**src/rtl/spi_cmd_sequencer.sv**
```systemverilog
// rtl/spi_cmd_sequencer.sv - SPI master control core: sclk divider, bit/byte counters, command sequencer
module spi_cmd_sequencer #(
  parameter int DIV_HALF = 10,
  parameter int GAP_SCLK = 4
) (
  input  logic       clk,
  input  logic       power_btn,
  output logic       sclk,
  output logic       sclk_rise,
  output logic       cs,
  output logic       transfer,
  output logic       receive,
  output logic [1:0] data_select,
  output logic       load,
  output logic [1:0] byte_count,
  output logic [2:0] bit_count,
  output logic       done
);

  localparam int DW = (DIV_HALF > 1) ? $clog2(DIV_HALF) : 1;
  localparam int GW = (GAP_SCLK > 1) ? $clog2(GAP_SCLK) : 1;

  typedef enum logic [2:0] {S_IDLE, S_CMD, S_GAP, S_RX_GAP, S_RX} state_t;

  state_t          state, state_nxt;
  logic [1:0]      ds, ds_nxt;
  logic [GW-1:0]   gap_cnt, gap_nxt;
  logic [DW-1:0]   div_cnt;
  logic            first_wrap;
  logic            div_wrap;
  logic            active;
  logic [1:0]      last_byte;

  // The first wrap after reset is swallowed so sclk idles low for a full period.
  assign div_wrap  = (div_cnt == DW'(DIV_HALF - 1));
  assign sclk_rise = div_wrap & ~sclk & ~first_wrap;

  always_ff @(posedge clk or negedge power_btn) begin
    if (!power_btn) begin
      div_cnt    <= '0;
      sclk       <= 1'b0;
      first_wrap <= 1'b1;
    end else if (div_wrap) begin
      div_cnt <= '0;
      if (first_wrap) first_wrap <= 1'b0;
      else            sclk       <= ~sclk;
    end else begin
      div_cnt <= div_cnt + DW'(1);
    end
  end

  assign active    = (state == S_CMD) || (state == S_RX);
  assign last_byte = (state == S_CMD && ds == 2'd2) ? 2'd1 : 2'd2;
  assign done      = sclk_rise & active & (bit_count == 3'd7) & (byte_count == last_byte);
  assign load      = sclk_rise & (state == S_CMD) & (bit_count == 3'd0);
  assign data_select = ds;

  // Clearing on done keeps byte_count below the frame size.
  always_ff @(posedge clk or negedge power_btn) begin
    if (!power_btn) begin
      bit_count  <= 3'd0;
      byte_count <= 2'd0;
    end else if (!active || (sclk_rise && done)) begin
      bit_count  <= 3'd0;
      byte_count <= 2'd0;
    end else if (sclk_rise) begin
      bit_count <= bit_count + 3'd1;
      if (bit_count == 3'd7) byte_count <= byte_count + 2'd1;
    end
  end

  always_ff @(posedge clk or negedge power_btn) begin
    if (!power_btn) begin
      state   <= S_IDLE;
      ds      <= 2'd0;
      gap_cnt <= '0;
    end else begin
      state   <= state_nxt;
      ds      <= ds_nxt;
      gap_cnt <= gap_nxt;
    end
  end

  always_comb begin
    state_nxt = state;
    ds_nxt    = ds;
    gap_nxt   = gap_cnt;
    cs        = 1'b1;
    transfer  = 1'b0;
    receive   = 1'b0;
    case (state)
      S_IDLE: begin
        if (sclk_rise) state_nxt = S_CMD;
      end
      S_CMD: begin
        cs       = 1'b0;
        transfer = 1'b1;
        if (done) begin
          state_nxt = (ds == 2'd3) ? S_RX_GAP : S_GAP;
          gap_nxt   = '0;
        end
      end
      S_GAP: begin
        if (sclk_rise) begin
          if (gap_cnt == GW'(GAP_SCLK - 1)) begin
            state_nxt = S_CMD;
            ds_nxt    = ds + 2'd1;
            gap_nxt   = '0;
          end else begin
            gap_nxt = gap_cnt + GW'(1);
          end
        end
      end
      S_RX_GAP: begin
        if (sclk_rise) begin
          if (gap_cnt == GW'(GAP_SCLK - 1)) begin
            state_nxt = S_RX;
            gap_nxt   = '0;
          end else begin
            gap_nxt = gap_cnt + GW'(1);
          end
        end
      end
      S_RX: begin
        cs      = 1'b0;
        receive = 1'b1;
        if (done) begin
          state_nxt = S_RX_GAP;
          gap_nxt   = '0;
        end
      end
      default: state_nxt = S_IDLE;
    endcase
  end

endmodule

```
**config.mk**
```make
export PLATFORM = sky130hd
export DESIGN_NAME = spi_cmd_sequencer
export DESIGN_NICKNAME = d
export VERILOG_FILES = /design/src/rtl/spi_cmd_sequencer.sv
export SDC_FILE = /design/constraint.sdc
export NUM_CORES = 1
export LEC_CHECK = 0
export BUFFER_PORTS_ARGS = -buffer_cell sky130_fd_sc_hd__buf_2
export CORE_MARGIN = 4
export CORE_UTILIZATION = 55
export DETAILED_ROUTE_END_ITERATION = 8
export GPL_ROUTABILITY_DRIVEN = 0
export PLACE_DENSITY = 0.77
export SYNTH_ARGS = -nofsm -noshare
export SYNTH_HDL_FRONTEND = slang
export SYNTH_SLANG_ARGS = --single-unit
```
**constraint.sdc**
```tcl
create_clock -name clk -period 5.3 [get_ports clk]
set_input_delay 0 -clock clk [delete_from_list [all_inputs] [get_ports clk]]
set_output_delay 0 -clock clk [all_outputs]
set_load 0.05 [all_outputs]
```
# Word level (Yosys, flattened, before mapping)
# Index checks and enable logic that the tools add are counted.
word_totals:
  out_inout_bits: 14
  in_bits: 2
  word_cells: 81
  reg_bits: 18
classes:
  n_bitwise: 9
  muxes: 23
  n_eq_ne: 19
  addsub: 5
  n_reduce_logical: 17
ops:
  columns: ["op", "count"]
  rows:
  - ["3-bit 2-to-1 mux", 9]
  - ["3-bit one-hot mux with 5 select lines", 1]
  - ["2-bit 2-to-1 mux", 7]
  - ["2-bit != test, second input constant", 7]
  - ["1-bit AND", 7]
  - ["7-bit AND reduction", 1]
  - ["2-bit by 1-bit adder with 2-bit output, second input constant", 3]
  - ["2-bit equality test, second input constant", 3]
  - ["3-bit by 2-bit equality test with 1-bit output, second input constant", 2]
  - ["3-bit equality test, second input constant", 2]
  - ["3-bit logical NOT", 2]
  - ["3-bit AND reduction", 2]
  - ["2-bit nonzero test", 3]
  - ["4-bit by 1-bit adder with 4-bit output, second input constant", 1]
  - ["4-bit equality test, second input constant", 1]
  - ["1-bit 2-to-1 mux", 4]
  - ["4-bit 2-to-1 mux", 1]
  - ["2-bit by 1-bit != test with 1-bit output, second input constant", 2]
  - ["2-bit one-hot mux with 2 select lines", 1]
  - ["2-bit AND reduction", 2]
  - ["2-bit OR reduction", 2]
  - ["3-bit by 1-bit adder with 3-bit output, second input constant", 1]
  - ["3-bit by 1-bit equality test with 1-bit output, second input constant", 1]
  - ["2-bit equality test", 1]
  - ["other kinds (4)", 7]

# Logic depth before layout (Yosys ltp)
# Gate-level depths: netlist of run 1.
logic_depth:
  ltp_word: 10
  depth_mapped: 7
  ltp_nobuf: 6

# Least setup slack after synthesis of run 1
# No wires, ideal clock.
synth_timing:
  path_kind: "register to output"
  startpoint: "register sclk"
  endpoint: "output port done"
  t_required_ns: 5.300
  path_stages_with_launch: 7
  t_arrival_ns: 2.392
  setup_slack_ns: 2.908
  n_path_buf: 1
  path_cell_list: "dfrtp_1 or2_2 or2_1 buf_6 inv_2 nand3_1 nor2_1"
synth_between:
  elab_chain_len: 6
synth_rtl:
  columns: ["item", "line", "rtl"]
  rows:
  - ["start, declared", "8", "output logic sclk,"]
  - ["start signal, assigned", "46", "else sclk <= ~sclk;"]
  - ["1-bit inverter", "36", "assign sclk_rise = div_wrap & ~sclk & ~first_wrap;"]
  - ["1-bit AND (2 in series)", "36", null]
  - ["named net sclk_rise", "9", "output logic sclk_rise,"]
  - ["1-bit AND (3 in series)", "54", "assign done = sclk_rise & active & (bit_count == 3'd7) & (byte_count == last_byte);"]
  - ["end, declared", "17", "output logic done"]
# The timed path passes the listed nets, and every way through them passes these cells.

# Final worst setup path of run 1
layout_timing:
  startpoint: "register div_cnt[2]"
  endpoint: "output port done"
layout_between:
  elab_chain_len: 6
layout_rtl:
  columns: ["item", "line", "rtl"]
  rows:
  - ["start, declared", "28", "logic [DW-1:0] div_cnt;"]
  - ["start signal, assigned", "48", "div_cnt <= div_cnt + DW'(1);"]
  - ["4-bit equality test", "35", "assign div_wrap = (div_cnt == DW'(DIV_HALF - 1));"]
  - ["1-bit AND (2 in series)", "36", null]
  - ["1-bit AND (3 in series)", "54", null]
# No other way between the ends.

==> run metrics, run 1 <==
Routed Antenna Nets=0; HPWL after DPL=1.582 mm; top post-synthesis cells by area=dfrtp_1, ha_1, mux2i_1; crit-path cells=nand4bb_4 > or2_1 > inv_2 > nand3_1 > nor2_1 > buf_2; antenna cells=0; clk_skew=0.0006546 ns; unrepaired setup endpoints after global routing=no; MaxCap Viol Count=0; Syn Inst Count=106; DRC=0; Inst Count DP=142; HP Class=in -> async; GRT Resource Usage Total=17.42%; final net count=131; Startpoint Class=flip-flop; TritonCTS clock tree=built; Worst Setup Path Type=reg -> out; Final Max Slew Viols=0; Detailed Route Iter0 Violations=8; PostCTS Resize Cnt=0; Critical-path top delay cell=dfrtp_1; critical path endpoint category=primary output; CTS clk-pin slew, worst paths=0.10 ns; list of most frequent post-synthesis cells=dfrtp_1, nor2_1; clock root cell=clkbuf_4; hold-fix buffers at CTS=1; Top FF cell, synth=dfrtp_1; FILL cells=141; CORE AREA=1783 um2; IO Port Bufs=15; Async SR Flop Fraction=100.0%; initial antenna violation count=0; Boundary Pins=16; routed wire length=2.035 mm; routed wire length per instance=13.84 um; Syn. warnings=0; vias=836; Layout area overhead=12.05%; count leader, synth=dfrtp_1; Max Fclk=476.6 MHz; final hold vios=0; largest net degree at the start of global routing=19; fin crit period=2.098 ns; setup tns final=0 ns; Die Footprint=2714 um2; Worst Path Required=5.30 ns; grt total ovfl=0; Worst-Skew Late Latency=0.29 ns; critical path peak fanout=9; multi-input logic area=568.0 um2; fin crit share=39.59%; H-tree lvl count=1; Synth top area share=39.77%; power per cell area=186.7 nW/um2; Die Y=52.10 um; global-route wire length before repair=3.498 mm; dpl ws=3.306 ns; clk sinks=18; Leak=0.6005 nW; final worst-path setup slack=3.202 ns; final setup violation count=0; Die W=52.10 um; Worst slew margin=73.05%; leading area contributor after synthesis=dfrtp_1; status=finished clean; worst vdd ir=0.0001581 V; R2R Setup Slk=3.26 ns; Worst Hold Slack=0.1633 ns; Final Non-Filler Cells=147; vias in the first global route=782; Post-DP Area=1152 um2; sequential cell area=451.7 um2; layout cell share with drive strength beyond 1=22.13%; Mapped Area=1070 um2; synthesized net count=114; worst-case clock buffer depth=2; DR vias/cell=5.687; Post-Layout Inst Area=1199 um2; slowest stage delay, CP=0.46 ns; setup repair bufs after CTS=0; Initial Util=60.00%; worst slew pin tran=0.4043 ns; Post-synth EDFFs=0; sequential share of the synthesized area=42.22%; Avg Cell Area, Syn=10.09 um2; Cell variety after synth=40; synthesized flop and latch total=18; TritonCTS buffer count=3; First-pass DRT Iterations=4; Rows=15; CP arrival=2.10 ns
## critical path, delay by kind of cell (launching register included)
family                 cells  cell delay (ns)
DFF                        1             0.46
and+or+nand+nor            4             0.93
buffers and inverters      2             0.41
## per-stage QoR
stage,total power [mW],util [%]
2_1_floorplan,0.1400,-
3_3_place_gp,0.1429,64.63
3_5_place_dp,0.1430,64.63
4_1_cts,0.2260,67.23
5_1_grt,0.2363,67.23
6_report,0.2237,67.23
## kinds of logic (layout without fill, tap and decap cells)
family,Yosys count,count (layout),share of synthesized area (%)
flops,18,18,42.22
xor+xnor,2,2,1.638
buf+inv,11,27,4.678
mux,6,6,5.848
simple gates,43,43,25.73
fa+ha+maj,6,6,7.017
compound gates,20,20,12.87
## registers in the layout, indices dropped and copies added, names as in the netlist
name         cells
data_select      2
byte_count       2
div_cnt          4
bit_count        3
first_wrap       1
state            3
gap_cnt          2
sclk             1
## layout make-up
cell class                      instances  area share, %
Multi-Input combinational cell         77          47.39
Sequential cell                        18          37.68
Timing Repair Buffer                   16          7.098
Clock buffer                            4          3.027
Tap cell                               25          2.610
Inverter                                7          2.192
## placed cells by master, fill, tap and decap left out, types with 2 or more instances in the layout
cell type   n
dfrtp_1    17
buf_2      15
nor2_1      9
inv_1       6
nand2_1     6
o21ai_0     6
ha_1        6
nand2b_1    4
a21oi_1     4
mux2i_1     4
nor2b_1     3
a32o_1      3
clkbuf_4    3
mux2_2      2
nor3b_1     2
xnor2_1     2
and2_1      2
o2bb2ai_1   2
or3_1       2
nand3b_1    2
nor4_1      2
## routing by layer
layer	vias to the layer above	track usage [%]	part of all wire, %
met5	-	0	0
met4	0	10.04	2.2
met3	6	2.865	3.8
met2	16	28.66	49
met1	402	21.27	45
li1	412	-	-
## where the power goes
| group | internal [mW] | leakage, nW | switching [mW] | total, mW |
|---|---|---|---|---|
| registers | 0.137 | 0.230 | 0 | 0.137 |
| logic | 0.000748 | 0.350 | 0.00266 | 0.00340 |
| clock network | 0.0419 | 0.0210 | 0.0412 | 0.0831 |
| total | 0.180 | 0.601 | 0.0439 | 0.224 |
## path summary, 6_finish.rpt
kind,endpoint,cells after the start,from
min,state[0]$_DFFE_PN0P_,2,power_btn
min reg2reg,first_wrap$_DFFE_PN1N_,1,first_wrap$_DFFE_PN1N_
max reg2reg,byte_count[0]$_DFFE_PN0P_,6,bit_count[0]$_DFFE_PN0P_
min in group clk,first_wrap$_DFFE_PN1N_,1,first_wrap$_DFFE_PN1N_
max in group asynchronous,first_wrap$_DFFE_PN1N_,2,power_btn
max,done,6,div_cnt[2]$_DFF_PN0_
Note: power is estimated with default switching activity, not from simulation.
==> inputs of run 2 (changes only) <==
--- a/config.mk
+++ b/config.mk
@@ -5,6 +5,7 @@
 export SDC_FILE = /design/constraint.sdc
 export NUM_CORES = 1
 export LEC_CHECK = 0
+export ABC_AREA = 1
 export BUFFER_PORTS_ARGS = -buffer_cell sky130_fd_sc_hd__buf_2
 export CORE_MARGIN = 4
 export CORE_UTILIZATION = 55
==> constraint.sdc (replaced) <==
create_clock -name clk -period 2.2 [get_ports clk]
set_input_delay 0 -clock clk [delete_from_list [all_inputs] [get_ports clk]]
set_output_delay 0 -clock clk [all_outputs]
set_load 0.05 [all_outputs]
==> run 2 against run 1 <==
  * Synthesized cell count is 23% higher
  * Cell count grew 19%
  * Worst hold slack worse by 0.013 ns
  * Setup slack lost 2.8 ns
  * Critical path depth is 3 higher
  * Critical path type unchanged
  * Power is 140% higher
  * Count of clock-buffer cells in the layout stayed put
  * Wire length grew 3.8%
  * Non-clock buffer count unchanged
  * Clock skew rose by 0.0051 ns
  * Register-to-register slack lost 2.7 ns
  * Utilization up 1.3 points
==> run metrics, run 2 <==
status=finished clean; routed wire length per instance=12.07 um; leading area contributor after synthesis=dfrtp_1; power per cell area=443.6 nW/um2; Startpoint Class=flip-flop; Post-synth EDFFs=0; Cell variety after synth=23; Leak=0.6875 nW; CP arrival=1.84 ns; worst vdd ir=0.0003483 V; H-tree lvl count=1; count leader, synth=nand2_1; crit-path cells=ha_1 > ha_1 > inv_1 > nor2_1 > nand2_2 > nor2_4 > nand2_4 > inv_1 > buf_2; multi-input logic area=531.8 um2; R2R Setup Slk=0.56 ns; Syn. warnings=0; synthesized net count=138; reg2reg start=bit_count[0]$_DFFE_PN0P_; Initial Util=59.65%; Worst Path Required=2.20 ns; antenna cells=0; HPWL after DPL=1.663 mm; Reg2Reg Depth=11; commonest non-fill, non-tap cell in the layout=nand2_1; clock root cell=clkbuf_4; critical path endpoint category=primary output; Syn Inst Count=130; DRC=0; layout cell share with drive strength beyond 1=26.67%; Boundary Pins=16; CORE AREA=1783 um2; critical path peak fanout=5; largest net degree at the start of global routing=19; final setup violation count=0; Routed Antenna Nets=0; Async SR Flop Fraction=100.0%; Die W=51.98 um; synthesized flop and latch total=18; Critical-path top delay cell=dfrtp_1; Worst slew margin=71.37%; worst-case clock buffer depth=2; slowest stage delay, CP=0.41 ns; top post-synthesis cells by area=dfrtp_1, nand2_1, ha_1; max FFs per register=4; clk_skew=0.005780 ns; routed wire length=2.112 mm; sequential cell area=451.7 um2; Max Fclk=543.2 MHz; clk sinks=18; setup tns final=0 ns; sequential share of the synthesized area=42.47%; worst slew pin tran=0.4249 ns; Worst-Skew Late Latency=0.30 ns; fin crit share=83.68%; First-pass DRT Iterations=4; final hold vios=0; most frequent cells in the layout=nand2_1, inv_1, dfrtp_1; capturing point of the worst reg2reg path=state[0]$_DFFE_PN0P_; GRT Resource Usage Total=19.06%; Detailed Route Iter0 Violations=13; CTS clk-pin slew, worst paths=0.10 ns; Final Max Slew Viols=0; MaxCap Viol Count=0; Worst Setup Path Type=reg -> out; Synth top area share=40.00%; unrepaired setup endpoints after global routing=no; fin crit period=1.841 ns; final net count=159; vias=874; grt total ovfl=0; vias in the first global route=885; global-route wire length before repair=3.815 mm; Rows=15; FILL cells=156; dpl ws=0.5686 ns; Mapped Area=1064 um2; Final Total Pwr=542.3 uW; largest registers=div_cnt: 4 flops, bit_count: 3 flops, state: 3 flops; list of most frequent post-synthesis cells=nand2_1, inv_1, dfrtp_1; TritonCTS clock tree=built; PostCTS Resize Cnt=0; IO Port Bufs=15; Die Y=51.98 um; DR vias/cell=4.994; Avg Cell Area, Syn=8.181 um2; Top FF cell, synth=dfrtp_1; initial antenna violation count=0; HP Class=in -> async; Die Footprint=2701 um2; Reg with most FFs=div_cnt; final worst-path setup slack=0.3589 ns; Layout area overhead=14.94%; setup repair bufs after CTS=0; TritonCTS buffer count=3; hold-fix buffers at CTS=1
## run 2: cell count changes after synthesis, moves of 4 or more
cell / delta
inv_1: +12
inv_2: +4
mux2i_1: -4
nand2_1: +28
nand2b_1: -4
nand4_1: +4
## run 2: worst max path at each step
| stage | from | cells past startpoint | to |
|---|---|---|---|
| finish | bit_count[0]$_DFFE_PN0P_ | 9 | done |
| global route | bit_count[0]$_DFFE_PN0P_ | 9 | done |
| CTS | bit_count[0]$_DFFE_PN0P_ | 9 | done |
| detailed placement | bit_count[0]$_DFFE_PN0P_ | 11 | state[0]$_DFFE_PN0P_ |
| global placement | bit_count[0]$_DFFE_PN0P_ | 11 | gap_cnt[1]$_DFFE_PN0P_ |
| floorplan | sclk$_DFFE_PN0P_ | 3 | load |
## run 2: where the power goes
group	internal (mW)	switching [mW]	total, mW
clock	0.101	0.102	0.203
sequential	0.331	0	0.331
combinational	0.00179	0.00634	0.00813
## run 2: logic make-up after synthesis
kind of cell,count (synthesis),synth area share [%]
AND/OR/NAND/NOR,72,35.88
adder cells (fa/ha/maj),6,7.059
flip-flops,18,42.47
AO/OA/AOI/OAI,8,4.000
XOR/XNOR,3,2.471
buffers and inverters,23,8.117
## run 2: through the flow
stage | hold slack (ns) | std cells | utilization, % | area [um2]
after floorplan | -0.2956 | 130 | - | 1070
after global placement | -0.04967 | 170 | 65.96 | 1176
after detailed placement | -0.04718 | 170 | 65.96 | 1176
after CTS | 0.1650 | 175 | 68.56 | 1222
after global routing | 0.1653 | 175 | 68.56 | 1222
final | 0.1501 | 175 | 68.56 | 1222
## run 2: routing by layer
metal	up-vias	track usage, %	share of wire (%)
li1	448	-	-
met1	402	22.77	44
met2	16	31.59	50
met3	8	3.725	2.8
met4	0	10.92	2.7
met5	-	0	0
## run 2: worst max-delay path: cells and delay by family, from the launching register on
| kind | cells | cell delay, ns |
|---|---|---|
| fa+ha+maj | 2 | 0.30 |
| buf+inv | 3 | 0.36 |
| flops | 1 | 0.41 |
| simple gates | 4 | 0.46 |
## run 2: cell type report
cell class	count	area share, %
multi-input combinational	89	43.50
sequential	18	36.95
timing repair buffer	16	6.960
inverter	23	7.062
tap	25	2.559
clock buffer	4	2.968
==> inputs of run 3 (changes only) <==
==> constraint.sdc (replaced) <==
create_clock -name clk -period 1.7 [get_ports clk]
set_input_delay 0 -clock clk [delete_from_list [all_inputs] [get_ports clk]]
set_output_delay 0 -clock clk [all_outputs]
set_load 0.05 [all_outputs]
==> run 3 against run 2 <==
  * Clock power rose by 32%
  * Final area up 8.7%
  * Critical path depth is the same
==> run metrics, run 3 (same netlist as run 2, synthesis figures left out) <==
status=finished clean; final net count=169; CTS clk-pin slew, worst paths=0.11 ns; power per cell area=531.5 nW/um2; clock root cell=clkbuf_4; antenna cells=0; Flop pwr share=60.6%; Die Footprint=2701 um2; clk_skew=0.005917 ns; Worst Path Required=1.70 ns; Worst Setup Path Type=reg -> out; routed wire length per instance=11.75 um; combinational power share=1.5%; GRT Resource Usage Total=16.27%; Worst slew margin=73.27%; IO Port Bufs=15; DRC=0; Die Y=51.98 um; TritonCTS clock tree=built; most frequent cells in the layout=nand2_1, inv_1, dfrtp_1; worst-case clock buffer depth=2; critical path endpoint category=primary output; CORE AREA=1783 um2; HPWL after DPL=1.465 mm; Rows=15; Routed Antenna Nets=0; fin crit share=96.43%; Final Max Slew Viols=0; vias in the first global route=772; grt total ovfl=0; final hold vios=0; Boundary Pins=16; CP arrival=1.64 ns; Startpoint Class=flip-flop; TritonCTS buffer count=3; Leak=0.7307 nW; Final Total Pwr=706.3 uW; final worst-path setup slack=0.06072 ns; HP Class=in -> async; internal power=560.8 uW; First-pass DRT Iterations=4; final setup violation count=0; H-tree lvl count=1; DR vias/cell=4.930; max FFs per register=4; Clk pwr share=37.9%; Die W=51.98 um; layout cell share with drive strength beyond 1=34.38%; initial antenna violation count=0; largest registers=div_cnt: 4 flops, bit_count: 3 flops, state: 3 flops; Detailed Route Iter0 Violations=14; routed wire length=2.173 mm; setup tns final=0 ns; worst vdd ir=0.0006492 V; Reg with most FFs=div_cnt; worst slew pin tran=0.3967 ns; clk sinks=18; global-route wire length before repair=3.222 mm; sw frac=20.60%; critical path peak fanout=5; Max Fclk=610.0 MHz; dpl ws=0.1485 ns; MaxCap Viol Count=0; Layout area overhead=24.94%; largest net degree at the start of global routing=19; fin crit period=1.639 ns; Switch Pwr=145.5 uW; Worst-Skew Late Latency=0.29 ns; commonest non-fill, non-tap cell in the layout=nand2_1; vias=912; Initial Util=59.65%
[run 3: cell types whose count changed in the layout (fill, tap and decap cells not counted), moves of 2 or more]
| cell | delta |
|---|---|
| buf_4 | +10 |
| dfrtp_1 | -3 |
| dfrtp_2 | +3 |
| buf_2 | -2 |
[run 3: critical path, cell delays in order (launching register included)]
cell and delay [ns]:
dfrtp_2 0.40, ha_2 0.17, ha_1 0.14, inv_1 0.05, nor2_1 0.11, nand2_2 0.08, nor2_4 0.10, nand2_4 0.08
inv_2 0.07, buf_8 0.14
[run 3: path summary, 6_finish.rpt]
kind / to / depth (start not counted) / slack [ns] / from
min in group clk: sclk$_DFFE_PN0P_ / 2 / 0.50 / sclk$_DFFE_PN0P_
max in group asynchronous: first_wrap$_DFFE_PN1N_ / 2 / 1.23 / power_btn
max reg2reg: state[1]$_DFFE_PN0P_ / 9 / 0.12 / div_cnt[1]$_DFF_PN0_
max: done / 9 / 0.06 / bit_count[1]$_DFFE_PN0P_
min reg2reg: sclk$_DFFE_PN0P_ / 2 / 0.50 / sclk$_DFFE_PN0P_
min: state[1]$_DFFE_PN0P_ / 2 / 0.14 / power_btn
[run 3: layer usage]
metal	track usage, %	vias up	wire length [um]
met4	7.860	0	29
met3	3.725	2	121
met2	24.48	24	1000
met5	0	-	0
met1	21.86	419	1022
li1	-	467	-
[run 3: per-stage QoR]
| stage | utilization [%] | instance area [um2] | hold WS, ns | cells |
|---|---|---|---|---|
| floorplan | - | 1082 | -0.2956 | 130 |
| global placement | 66.67 | 1189 | -0.05169 | 170 |
| global route | 74.53 | 1329 | 0.1715 | 185 |
| detailed placement | 66.67 | 1189 | -0.04697 | 170 |
| CTS | 69.75 | 1244 | 0.1562 | 175 |
| finish | 74.53 | 1329 | 0.1447 | 185 |
[run 3: power groups by stage]
stage	sequential [mW]	combinational [mW]	clock, mW
finish	0.428	0.0105	0.268
floorplan	0.436	0.000000361	0
CTS	0.428	0.0113	0.275
detailed placement	0.436	0.00960	0
global route	0.428	0.0124	0.290
global placement	0.436	0.00937	0
[run 3: what timing repair did]
action | CTS | global route
setup endpoints to repair | 2 | 4
endpoints found under the hold margin | 18 | 0
resized for setup | 3 | 4
hold buffers | 1 | 0
pin swaps | 0 | 6
buffers inserted | 0 | 10
[run 3: cell type report]
cell class / instances / area, um2
repair buffers: 26 / 176.4
clock buffers: 4 / 36.28
well taps: 25 / 31.28
inverters: 23 / 86.33
multi-input cells: 89 / 543.0
flip-flops and latches: 18 / 455.4
fillers: 110 / 454.2
